**src/rtl/serial_word_receiver.sv**
```systemverilog
// serial_word_receiver
// Receive end of a serial link. Bits arrive on strobes (i_ser_valid) and are
// assembled into a WIDTH-bit word, MSB-first or LSB-first. The order is chosen
// by i_dir, which is latched at the frame start. Completed words sit in a
// one-entry output buffer with a valid/ready handshake. A frame restarted
// mid-word produces a one-cycle o_frame_err pulse. A completed word that
// cannot enter a full buffer is dropped and sets the sticky o_overrun flag.
module serial_word_receiver #(
  parameter int WIDTH = 4,
  parameter int CNT_W = $clog2(WIDTH + 1)
) (
  input  logic             i_clk,
  input  logic             i_rst,
  input  logic             i_ser_in,
  input  logic             i_ser_valid,
  input  logic             i_frame_start,
  input  logic             i_dir,
  output logic [WIDTH-1:0] o_word_out,
  output logic             o_word_valid,
  input  logic             i_word_ready,
  output logic             o_busy,
  output logic [CNT_W-1:0] o_bit_cnt,
  output logic             o_frame_err,
  output logic             o_overrun,
  input  logic             i_clr_overrun
);

  typedef enum logic [0:0] {
    ST_IDLE  = 1'b0,
    ST_SHIFT = 1'b1
  } state_t;

  // Shift one bit into a word. Direction 0 enters at the LSB end, so the first
  // bit ends up at the MSB. Direction 1 enters at the MSB end, so the first bit
  // ends up at the LSB.
  function automatic logic [WIDTH-1:0] shift_in(input logic [WIDTH-1:0] base,
                                                input logic             bit_in,
                                                input logic             dir_lsb);
    logic [WIDTH-1:0] res;
    if (dir_lsb) begin
      res = {bit_in, base[WIDTH-1:1]};
    end else begin
      res = {base[WIDTH-2:0], bit_in};
    end
    return res;
  endfunction

  state_t           r_state;
  logic [WIDTH-1:0] r_sr;
  logic             r_dir_q;
  logic [CNT_W-1:0] r_cnt;
  logic [WIDTH-1:0] r_word;
  logic             r_valid;
  logic             r_frame_err;
  logic             r_overrun;

  logic             w_start;
  logic             w_abort;
  logic             w_last;
  logic             w_dir;
  logic [WIDTH-1:0] w_base;
  logic [WIDTH-1:0] w_sr_next;
  logic             w_consume;
  logic             w_load;
  logic             w_drop;

  // Decode the current strobe. Also form the shifted word, and derive the
  // completion, load and drop conditions.
  always_comb begin
    w_start   = i_ser_valid & i_frame_start;
    w_abort   = w_start & (r_state == ST_SHIFT);
    w_last    = i_ser_valid & ~i_frame_start & (r_state == ST_SHIFT) &
                (r_cnt == CNT_W'(WIDTH - 1));
    // A frame start begins from a clean register and uses the fresh direction.
    if (w_start) begin
      w_dir  = i_dir;
      w_base = {WIDTH{1'b0}};
    end else begin
      w_dir  = r_dir_q;
      w_base = r_sr;
    end
    w_sr_next = shift_in(w_base, i_ser_in, w_dir);
    w_consume = r_valid & i_word_ready;
    // The buffer accepts a new word when it is empty or is emptied on this edge.
    w_load    = w_last & (~r_valid | i_word_ready);
    w_drop    = w_last & r_valid & ~i_word_ready;
  end

  // Frame assembly FSM: tracks IDLE/SHIFT, the shift register, the latched
  // direction, the bit count and the abort pulse.
  always_ff @(posedge i_clk or posedge i_rst) begin
    if (i_rst) begin
      r_state     <= ST_IDLE;
      r_sr        <= {WIDTH{1'b0}};
      r_dir_q     <= 1'b0;
      r_cnt       <= {CNT_W{1'b0}};
      r_frame_err <= 1'b0;
    end else begin
      r_frame_err <= w_abort;
      case (r_state)
        ST_IDLE: begin
          // A bit strobed without frame_start is dropped here.
          if (w_start) begin
            r_sr    <= w_sr_next;
            r_dir_q <= i_dir;
            r_cnt   <= CNT_W'(1);
            r_state <= ST_SHIFT;
          end else begin
            r_state <= ST_IDLE;
          end
        end
        ST_SHIFT: begin
          if (w_start) begin
            // Restart: the partial word is discarded, and this bit is bit 1.
            r_sr    <= w_sr_next;
            r_dir_q <= i_dir;
            r_cnt   <= CNT_W'(1);
            r_state <= ST_SHIFT;
          end else if (w_last) begin
            r_sr    <= w_sr_next;
            r_cnt   <= {CNT_W{1'b0}};
            r_state <= ST_IDLE;
          end else if (i_ser_valid) begin
            r_sr    <= w_sr_next;
            r_cnt   <= r_cnt + CNT_W'(1);
            r_state <= ST_SHIFT;
          end else begin
            r_state <= ST_SHIFT;
          end
        end
        default: begin
          r_state <= ST_IDLE;
          r_cnt   <= {CNT_W{1'b0}};
        end
      endcase
    end
  end

  // One-entry output buffer: load the completed word, or release it on handshake.
  always_ff @(posedge i_clk or posedge i_rst) begin
    if (i_rst) begin
      r_word  <= {WIDTH{1'b0}};
      r_valid <= 1'b0;
    end else if (w_load) begin
      r_word  <= w_sr_next;
      r_valid <= 1'b1;
    end else if (w_consume) begin
      r_valid <= 1'b0;
    end else begin
      r_valid <= r_valid;
    end
  end

  // Sticky overrun flag. When a drop and a clear coincide, the drop wins.
  always_ff @(posedge i_clk or posedge i_rst) begin
    if (i_rst) begin
      r_overrun <= 1'b0;
    end else if (w_drop) begin
      r_overrun <= 1'b1;
    end else if (i_clr_overrun) begin
      r_overrun <= 1'b0;
    end else begin
      r_overrun <= r_overrun;
    end
  end

  assign o_word_out   = r_word;
  assign o_word_valid = r_valid;
  assign o_busy       = (r_state == ST_SHIFT);
  assign o_bit_cnt    = r_cnt;
  assign o_frame_err  = r_frame_err;
  assign o_overrun    = r_overrun;

endmodule
```
**config.mk**
```make
export PLATFORM = sky130hd
export DESIGN_NAME = serial_word_receiver
export DESIGN_NICKNAME = d
export VERILOG_FILES = /design/src/rtl/serial_word_receiver.sv
export SDC_FILE = /design/constraint.sdc
export NUM_CORES = 1
export LEC_CHECK = 0
export BUFFER_PORTS_ARGS = -buffer_cell sky130_fd_sc_hd__buf_2
export CORE_MARGIN = 5
export CORE_UTILIZATION = 45
export CTS_BUF_LIST = sky130_fd_sc_hd__clkbuf_16
export CTS_CLUSTER_SIZE = 20
export DETAILED_ROUTE_END_ITERATION = 12
export HOLD_SLACK_MARGIN = 0.08
export PLACE_DENSITY = 0.68
export SLEW_MARGIN = 30
export SYNTH_ARGS = -nofsm -noshare
export SYNTH_HDL_FRONTEND = slang
export SYNTH_SLANG_ARGS = --single-unit
```
**constraint.sdc**
```tcl
create_clock -name i_clk -period 2 [get_ports i_clk]
set_input_delay 0.1 -clock i_clk [delete_from_list [all_inputs] [get_ports i_clk]]
set_output_delay 0.1 -clock i_clk [all_outputs]
set_load 0.02 [all_outputs]
```
**Word-level counts from Yosys, hierarchy flattened**

Index checks and enable logic that the tools add are counted.

- Add/subtract/negate cells: 1
- Equal/unequal tests: 3
- Mux-type cells: 21
- Bitwise operators: 14
- Reduce and logical (&&, ||, !) cells: 3

Operators with widths:

| cell | number |
|---|---|
| two-way mux 4 bit | 6 |
| two-way mux 3 bit | 4 |
| bitwise AND 1 bit | 9 |
| two-way mux 1 bit | 8 |
| case mux 4 bit (2 select lines) | 1 |
| case mux 3 bit (2 select lines) | 1 |
| != test 4 x 2 -> 1 bit, second input constant | 1 |
| inverter 1 bit | 4 |
| nonzero test 2 bit | 2 |
| adder 3 x 1 -> 3 bit, second input constant | 1 |
| equality test 3 x 2 -> 1 bit, second input constant | 1 |
| != test 2 bit, second input constant | 1 |
| case mux 1 bit (2 select lines) | 1 |
| AND reduction 2 bit | 1 |
| bitwise OR 1 bit | 1 |

- Bits in registers: 16
- Bits of input ports: 8
- Output and inout port bits: 11
- Logic and storage cells: 50

**Depth between registers and ports, before layout**

Gate-level depths: netlist (run 1).

- Word-level depth: 7
- Gate-level depth with buffers: 5
- Mapped depth without buffers: 4

**Least setup slack after synthesis (run 1)**

OpenSTA, ideal clock, no wires.

- Path type: register to register
- Start: reg r_cnt[0], in the netlist o_bit_cnt[0]
- End: reg r_word[0], in the netlist o_word_out[0]
- Setup time: 125 ps
- Arrival time: 1572 ps
- Required time: 1875 ps
- Path slack: 304 ps
- Cell stages (with the launch flop): 5
- Buffers on the path: 0
- Clock period less this slack: 1696 ps
- Path through: dfrtp_1 ha_1 or2b_2 nor3b_4 mux2_2

- Cells in the longest elaborated chain, start to end: 3

Ends and longest elaborated chain:

| item | line | RTL |
|---|---|---|
| from (decl) | 51 | `logic [CNT_W-1:0] r_cnt;` |
| from (signal assigned) | 96 | `r_cnt <= {CNT_W{1'b0}};` |
| from (signal assigned) | 121 | `r_cnt <= {CNT_W{1'b0}};` |
| from (signal assigned) | 125 | `r_cnt <= r_cnt + CNT_W'(1);` |
| equality test 3 x 2 -> 1 bit | 73 | `(r_cnt == CNT_W'(WIDTH - 1));` |
| bitwise AND 1 bit | 72 | `w_last = i_ser_valid & ~i_frame_start & (r_state == ST_SHIFT) &` |
| bitwise AND 1 bit | 85 | `w_load = w_last & (~r_valid \| i_word_ready);` |
| to (signal assigned) | 142 | `r_word <= {WIDTH{1'b0}};` |
| to (signal assigned) | 145 | `r_word <= w_sr_next;` |
| to (decl) | 52 | `logic [WIDTH-1:0] r_word;` |

No other way between the ends.
A chain may end at the register's enable or synchronous reset.

**Worst setup path after layout (run 1)**

- Start: reg r_cnt[0], in the netlist o_bit_cnt[0]
- End: reg r_word[3], in the netlist o_word_out[3]

Same word-level chain as after synthesis.

==> results.md, run 1 <==
CTS:
- The CTS clock-pin slew for the worst setup and hold paths is 0.05 ns.
- TritonCTS built the clock tree.
- In this run the number of H-tree levels came out at 1.
- After clock tree synthesis, the repair step resized 0 gates.
- The number of buffers created by CTS is 3.
- The count of buffers added by post-CTS timing repair for setup is 0.
- The later pin in the worst-skew pair is clocked with a latency of 0.24 ns.
- In this run the clock root is driven by a sky130_fd_sc_hd__clkbuf_16.
- The maximum buffer depth of the clock tree is 2.
- The tree built by TritonCTS fans out to 16 sinks.

Final layout:
- The count of antenna diodes in the layout is 0.
- In the final layout, the multi-input gates occupy 333 um2.
- The total area of sequential cells is 400 um2.
- The layout cell share with drive strength beyond 1 is 40.0%.
- The finished cells cover 950 um2.
- The area growth from synthesis to layout is 25.2%.
- The total number of nets in the final design is 96.
- The post-layout instance count excluding filler cells is 101.
- Once layout is complete, the utilization of the core stands at 60.9%.
- Counting the fill cells in the layout gives 137.

Critical path:
- Together, buffers and inverters on the worst path number 0.
- The source of the worst register-to-register timing path is o_bit_cnt[0].
- In this run the worst path has a maximum fanout of 4.
- Traced cell by cell, the critical path runs through ha_1, or2b_2, nor3b_4, mux2_2.
- For this run, the slowest stage of the critical path takes 0.38 ns.
- The worst setup path is of the flop to flop kind.
- The most critical setup path has its startpoint at o_bit_cnt[0].
- The worst setup path is launched from a flop.
- The endpoint required time on the critical path is 2.13 ns.
- The cell with the largest stage delay on the worst path is sky130_fd_sc_hd__dfrtp_1.
- The cell family with the largest share of critical-path delay is simple AND/OR/NAND/NOR gates.
- Data arrives at the worst endpoint at 1.79 ns.
- STA classifies the critical path endpoint as a flop.

Place:
- The routability congestion estimate from global placement is 0.781.
- Input and output buffers added on the ports amount to 18.
- The instance area at placement is 855 um2.
- Including well taps, the total number of placed cells is 96.
- The estimated wirelength of the detail-placed design is 1.03 mm.
- At the placement stage, the worst setup path has a slack of 0.351 ns.

Yosys:
- The count of cell types in the netlist is 26.
- The post-synth design cell area is 758 um2.
- The post-synthesis sequential element count is 16.
- The average footprint of a synthesized cell is 11.7 um2.
- The net count after synthesis is 74.
- The area share of the largest cell type after synthesis is 52.8%.
- The yosys synthesis warning count is 0.
- By area the synthesized netlist is led by sky130_fd_sc_hd__dfrtp_1, sky130_fd_sc_hd__mux2_2, sky130_fd_sc_hd__mux2i_1.
- The fraction of the yosys area taken by sequential cells is 52.8%.
- The cell count after synthesis is 65.
- The biggest area contributor in the post-synthesis netlist is sky130_fd_sc_hd__dfrtp_1.

STA:
- The max-slew violation total from the final report is 0.
- The clock arrives with 0.00344 ns of skew.
- Setup total negative slack on the finished layout was measured at 0 ns.
- The post-route fraction of the period consumed by the critical path is 83.4%.
- Setup repair after global routing left no endpoint under its margin.
- The total count of hold-check failures in the final report is 0.
- The final worst setup slack is 0.332 ns.
- For this run, the top clock speed supported by timing is 600 MHz.
- The worst relative slew slack is 59.9%.
- The worst-margin pin slew is 0.600 ns.
- The final setup violation count is 0.
- The clock period minus worst slack is 1.67 ns.
- The final hold slack is 0.115 ns.

Global route:
- The global-route wire length before repair is 2.45 mm.
- The number of antenna violations at the first check in global routing is 0.
- Entering global routing, the biggest net connects 17 pins.
- The leftover overflow at the end of global routing is 0.
- In the global route stage, overall resource usage came out at 12.8%.
- The via count of the first global-routing pass is 557.

Job:
- Across the run, the number of max-cap violations was 0.

Hold path:
- The path class of the tightest hold or removal check is input port to flop.
- The start point of the worst hold path is i_dir.

Pwr:
- The analysis attributes to net switching a power of 359 uW.
- For this design the ratio of total power to cell area is 1230 nW/um2.
- For this design the static power due to leakage is 0.478 nW.
- Registers are responsible for 39.3% of the overall power.
- Total power for the finished layout comes to 1.17 mW.
- The power share of the combinational group is 28.7%.
- The part of the power in the clock network is 32.0%.
- The internal power component is 811 uW.
- The worst IR drop on VDD is 0.000804 V.
- The net switching fraction of the power is 30.7%.

Routing:
- The post-detailed-route count of antenna-violating nets is 0.
- The routed wire length is 1.42 mm.
- The first routing iteration left 6 violations.
- The routed layout has 540 vias.
- The count of TritonRoute iterations in the first routing pass is 3.
- Using the TritonRoute via totals, the vias-per-cell ratio works out to 5.35.
- The detailed-route DRC error count is 0.
- In the final routed layout, each cell accounts on average for 14.0 um.

Die:
- 19 I/O pins were placed.
- Row generation in the floorplan step produced 14 rows.
- The floorplan step set the die width to 51.1 um.
- The area of the core is 1560 um2.
- The die area is 2610 um2.
- The starting density of the core is 48.6%.
- In this run the vertical extent of the chip is 51.1 um.

Run status:
- The run finished with clean final reports.
==> state kept, by name, indices dropped and copies added (netlist names) <==
name and flops:
o_bit_cnt 3, o_busy 1, o_frame_err 1, o_overrun 1
o_word_out 4, o_word_valid 1, r_dir_q 1, r_sr 4
==> placed cells by master (no fill, tap or decap), drive strengths merged <==
master	count
nand3	1
nand2b	1
ha	1
nand4b	1
inv	3
dlygate4sd3	2
o21a	1
a21o	1
nand3b	1
buf	18
dfrtp	16
o31ai	1
mux2i	4
clkbuf	3
a21oi	1
nand2	4
and2	1
and3	1
o21ai	5
nand4	1
nor3b	1
a21boi	1
nor2	5
or2	1
o22ai	2
or2b	1
mux2	7
==> cell usage after synthesis <==
master                     number
sky130_fd_sc_hd__ha_1           1
sky130_fd_sc_hd__buf_2          2
sky130_fd_sc_hd__nand2b_1       1
sky130_fd_sc_hd__nand4_1        1
sky130_fd_sc_hd__a21boi_0       1
sky130_fd_sc_hd__mux2i_1        4
sky130_fd_sc_hd__or2_2          1
sky130_fd_sc_hd__nor2_1         5
sky130_fd_sc_hd__nor3b_4        1
sky130_fd_sc_hd__nand2_1        4
sky130_fd_sc_hd__nand3b_4       1
sky130_fd_sc_hd__and2_1         1
sky130_fd_sc_hd__or2b_2         1
sky130_fd_sc_hd__o21a_1         1
sky130_fd_sc_hd__nand3_1        1
sky130_fd_sc_hd__inv_1          3
sky130_fd_sc_hd__dfrtp_1       16
sky130_fd_sc_hd__a21oi_1        1
sky130_fd_sc_hd__buf_1          1
sky130_fd_sc_hd__nand4b_1       1
sky130_fd_sc_hd__mux2_2         7
sky130_fd_sc_hd__o31ai_1        1
sky130_fd_sc_hd__o22ai_1        2
sky130_fd_sc_hd__a21o_2         1
sky130_fd_sc_hd__and3_2         1
sky130_fd_sc_hd__o21ai_0        5
==> power groups by stage <==
stage / Clock (mW) / Combinational, mW / Sequential, mW
3_3_place_gp: 0 / 0.330 / 0.464
5_1_grt: 0.403 / 0.367 / 0.471
2_1_floorplan: 0 / 0.172 / 0.527
3_5_place_dp: 0 / 0.337 / 0.466
4_1_cts: 0.383 / 0.343 / 0.460
6_report: 0.374 / 0.335 / 0.460
==> per-layer routing <==
layer / wire length (um) / vias up / global-route usage (%)
met5: 0 / - / 0
met3: 76 / 5 / 3.20
met2: 662 / 14 / 21.5
li1: - / 267 / -
met1: 631 / 254 / 13.8
met4: 45 / 0 / 9.42
==> worst paths after layout <==
path                       cells past startpoint  slack, ns       endpoint
hold / removal                                 2       0.12        r_dir_q
hold reg to reg                                1       0.50  o_word_out[0]
max in group asynchronous                      3       1.14    o_frame_err
setup / recovery                               4       0.33  o_word_out[3]
min in group asynchronous                      3       0.47   o_word_valid
setup reg to reg                               4       0.33  o_word_out[3]
==> what timing repair did <==
action / CTS / global route
hold buffers: 2 / 0
setup endpoints to repair: 0 / 0
endpoints found under the hold margin: 17 / 0
==> area by class of cell <==
| cell class | count | area share (%) |
|---|---|---|
| clock buffers | 3 | 7.91 |
| multi-input cells | 43 | 35.0 |
| repair buffers | 20 | 11.6 |
| well taps | 16 | 2.11 |
| inverters | 3 | 1.19 |
| flip-flops and latches | 16 | 42.2 |
==> cells by family (layout without fill, tap and decap cells) <==
kind of cell	count (synthesis)	after routing	share of synthesized area (%)
AOI/OAI and AO/OA	12	12	9.74
adders and majority gates	1	1	1.65
DFF	16	16	52.8
muxes	11	11	15.7
buffers and inverters	6	26	3.30
and+or+nand+nor	19	19	16.8
Note: power is estimated with default switching activity, not from simulation.
==> inputs of run 2 (changes only) <==
--- a/config.mk
+++ b/config.mk
@@ -5,6 +5,7 @@
 export SDC_FILE = /design/constraint.sdc
 export NUM_CORES = 1
 export LEC_CHECK = 0
+export ABC_AREA = 1
 export BUFFER_PORTS_ARGS = -buffer_cell sky130_fd_sc_hd__buf_2
 export CORE_MARGIN = 5
 export CORE_UTILIZATION = 45
@@ -12,7 +13,7 @@
 export CTS_CLUSTER_SIZE = 20
 export DETAILED_ROUTE_END_ITERATION = 12
 export HOLD_SLACK_MARGIN = 0.08
-export PLACE_DENSITY = 0.68
+export PLACE_DENSITY = 0.69
 export SLEW_MARGIN = 30
 export SYNTH_ARGS = -nofsm -noshare
 export SYNTH_HDL_FRONTEND = slang
==> constraint.sdc (replaced) <==
create_clock -name i_clk -period 1.7 [get_ports i_clk]
set_input_delay 0.085 -clock i_clk [delete_from_list [all_inputs] [get_ports i_clk]]
set_output_delay 0.085 -clock i_clk [all_outputs]
set_load 0.02 [all_outputs]
==> results.md, run 2 <==
Run status:
- The flow ran to the end, and the final reports show no timing, DRC or antenna violations.

STA:
- Setup repair after global routing left no endpoint under its margin.
- The post-route fraction of the period consumed by the critical path is 73.3%.
- The max-slew violation total from the final report is 0.
- The final setup violation count is 0.
- The clock period minus worst slack is 1.25 ns.
- The total negative slack is 0 ns.
- The worst clock skew is 0.00550 ns.
- The peak clock frequency supported by timing is 803 MHz.
- For the pin with the worst max-slew slack, the measured transition is 0.617 ns.
- On the final layout, the worst hold slack is 0.124 ns.
- The worst relative slew slack is 58.9%.
- The total count of hold-check failures in the final report is 0.

Critical path:
- The worst setup path is launched from a flop.
- At the worst endpoint, the required time is 1.83 ns.
- The largest driver fanout on the critical path is 6.
- The arrival time reported for the critical path endpoint is 1.37 ns.
- The critical setup path kind is flop to flop.
- The kind of end point of the critical path is a flop.

Yosys:
- The post-synth design cell area is 723 um2.
- The count of cell types in the netlist is 16.
- The area share of the largest cell type after synthesis is 55.4%.
- By area the synthesized netlist is led by sky130_fd_sc_hd__dfrtp_1, sky130_fd_sc_hd__nand2_1, sky130_fd_sc_hd__nand3_1.
- The cell taking the most area after synthesis is sky130_fd_sc_hd__dfrtp_1.
- The yosys synthesis warning count is 0.
- Synthesis handed over a netlist of 84 instances.
- The number of nets in the synthesized netlist is 93.
- The synthesized design contains 16 register bits.
- For this run, the leading register cell type out of synthesis is sky130_fd_sc_hd__dfrtp_1.
- In this run, synthesis inferred 0 flip-flops with an integrated enable.
- The most used standard cell by instance count after synthesis is sky130_fd_sc_hd__nand2_1.
- Ranked by instance count, the synthesized netlist is headed by sky130_fd_sc_hd__nand2_1, sky130_fd_sc_hd__dfrtp_1, sky130_fd_sc_hd__inv_1.
- After synthesis, flip-flops and latches occupy 55.4% of the total area.
- The average footprint of a synthesized cell is 8.61 um2.
- The post-synthesis async set-or-reset flop share is 100%.

Die:
- After floorplanning, the core was divided into 14 placement rows.
- The die height is 50.1 um.
- The starting density of the core is 47.5%.
- In this run the count of I/O pins placed on the die edge is 19.
- After floorplanning, the core was sized to cover 1520 um2.
- The die covers 2510 um2.
- The horizontal die dimension is 50.1 um.

CTS:
- The count of instances resized after the clock tree is built is 0.
- In this run the number of H-tree levels came out at 1.
- TritonCTS created 3 clock buffers.
- The TritonCTS clock tree is built.
- The clock passes through at most 2 buffers.
- The root cell of the clock tree is sky130_fd_sc_hd__clkbuf_16.
- Clock-pin slew was measured on the worst setup and hold paths at 0.05 ns.
- The tree built by TritonCTS fans out to 16 sinks.
- The clock insertion delay at the later pin of the skew report is 0.25 ns.

Routing:
- The routed design has 1.43 mm of wire.
- The first-iteration detailed-routing DRC count is 10.
- The detail route stage leaves a number of antenna-violating nets equal to 0.
- The final route contains 612 vias.
- The count of TritonRoute iterations in the first routing pass is 5.
- Dividing the detail-routed via count by the number of cells gives 4.94.
- The wire length per cell after detailed routing is 11.6 um.
- For this run, design rule violations remaining after detail routing come to 0.

Place:
- After detailed placement, the total cell area comes to 833 um2.
- Once detailed placement completed, the half-perimeter wirelength came to 1.05 mm.
- Buffers placed on the I/O ports in this run total 18.
- Routability-driven placement finished with a final weighted congestion of 0.814.

Global route:
- In the global route stage, overall resource usage came out at 13.0%.
- The number of antenna violations at the first check in global routing is 0.
- The global-route wire length before repair is 2.46 mm.
- The via count of the first global-routing pass is 578.
- The pin count of the biggest net entering global routing is 17.
- The leftover overflow at the end of global routing is 0.

Final layout:
- 0 antenna diodes ended up in the layout.
- Leaving out fill and tap cells, the most frequent cell in the layout is sky130_fd_sc_hd__nand2_1.
- The layout cell share with drive strength beyond 1 is 26.9%.
- The finished cells cover 932 um2.
- The synthesis-to-layout area growth is 28.9%.
- The utilization of the core after routing is 61.2%.
- Leaving out fill and tap cells, the most frequent cells in the layout are sky130_fd_sc_hd__nand2_1, sky130_fd_sc_hd__buf_2, sky130_fd_sc_hd__dfrtp_1, sky130_fd_sc_hd__inv_1, sky130_fd_sc_hd__nand3_1.
- The total number of nets in the final design is 118.

Hold path:
- The classification of the worst-slack hold path is input port to flop.

Pwr:
- The power per cell area is 1410 nW/um2.
- For this design the static power due to leakage is 0.520 nW.
- Across the VDD grid, the largest voltage drop is 0.000700 V.

Job:
- The max-capacitance violation count is 0.
run 2: changes by cell type after synthesis, moves of 4 or more:
| cell | delta |
|---|---|
| sky130_fd_sc_hd__nand2_1 | +28 |
| sky130_fd_sc_hd__mux2_2 | -7 |
| sky130_fd_sc_hd__inv_1 | +5 |
| sky130_fd_sc_hd__nand3_1 | +5 |
| sky130_fd_sc_hd__o21ai_0 | -5 |
| sky130_fd_sc_hd__mux2i_1 | -4 |
| sky130_fd_sc_hd__nand2_2 | +4 |
run 2: what timing repair did:
| item | 4_1_cts | 5_1_grt |
|---|---|---|
| hold buffers | 2 | 0 |
| hold endpoints to repair | 17 | 0 |
| setup buffers | 0 | 0 |
| endpoints found under the setup margin | 0 | 0 |
run 2: final timing paths:
kind | startpoint | endpoint | slack [ns] | cells after the start
worst max-delay path | o_bit_cnt[0] | o_word_out[2] | 0.45 | 6
worst min-delay path | i_ser_valid | o_bit_cnt[2] | 0.12 | 2
worst max register to register | o_bit_cnt[0] | o_word_out[2] | 0.45 | 6
worst min register to register | o_word_out[3] | o_word_out[3] | 0.47 | 2
max in group asynchronous | i_rst | r_sr[0] | 0.84 | 3
min in group asynchronous | i_rst | o_frame_err | 0.45 | 3
run 2: kinds of logic after synthesis:
kind of cell / Yosys count / synth area share, %
AO/OA/AOI/OAI: 8 / 6.92
adder cells (fa/ha/maj): 1 / 1.73
buffers and inverters: 10 / 5.19
flip-flops: 16 / 55.4
AND/OR/NAND/NOR: 49 / 30.8
run 2: per-layer routing:
metal / GRT usage (%) / wire length (um) / share of wire (%)
met1: 16.7 / 675 / 47
met2: 19.0 / 629 / 44
met3: 3.61 / 122 / 8.5
met4: 7.86 / 6 / 0.42
met5: 0 / 0 / 0
run 2: cell type report:
class / count / area, um2
multi-input combinational: 58 / 285
timing repair buffer: 20 / 110
clock inverter: 1 / 3.75
sequential: 16 / 400
fill: 136 / 592
clock buffer: 3 / 75.1
inverter: 10 / 37.5
tap: 16 / 20.0
run 2: where the power goes:
group	internal (mW)	switching [mW]
logic	0.120	0.222
clock network	0.311	0.140
registers	0.465	0.0520
run 2: worst max-delay path, stage by stage (launching register included):
cell                      delay (ns)
sky130_fd_sc_hd__dfrtp_1        0.38
sky130_fd_sc_hd__ha_1           0.18
sky130_fd_sc_hd__inv_1          0.04
sky130_fd_sc_hd__nor2_1         0.23
sky130_fd_sc_hd__nand3_4        0.14
sky130_fd_sc_hd__nand2_1        0.09
sky130_fd_sc_hd__nand2_1        0.06
run 2: through the flow:
step | worst slack, ns | cells | total power [mW]
6_report | 0.454 | 124 | 1.31
4_1_cts | 0.459 | 124 | 1.33
3_3_place_gp | 0.509 | 118 | 0.858
5_1_grt | 0.329 | 124 | 1.40
3_5_place_dp | 0.467 | 118 | 0.863
2_1_floorplan | 0.421 | 84 | 0.753
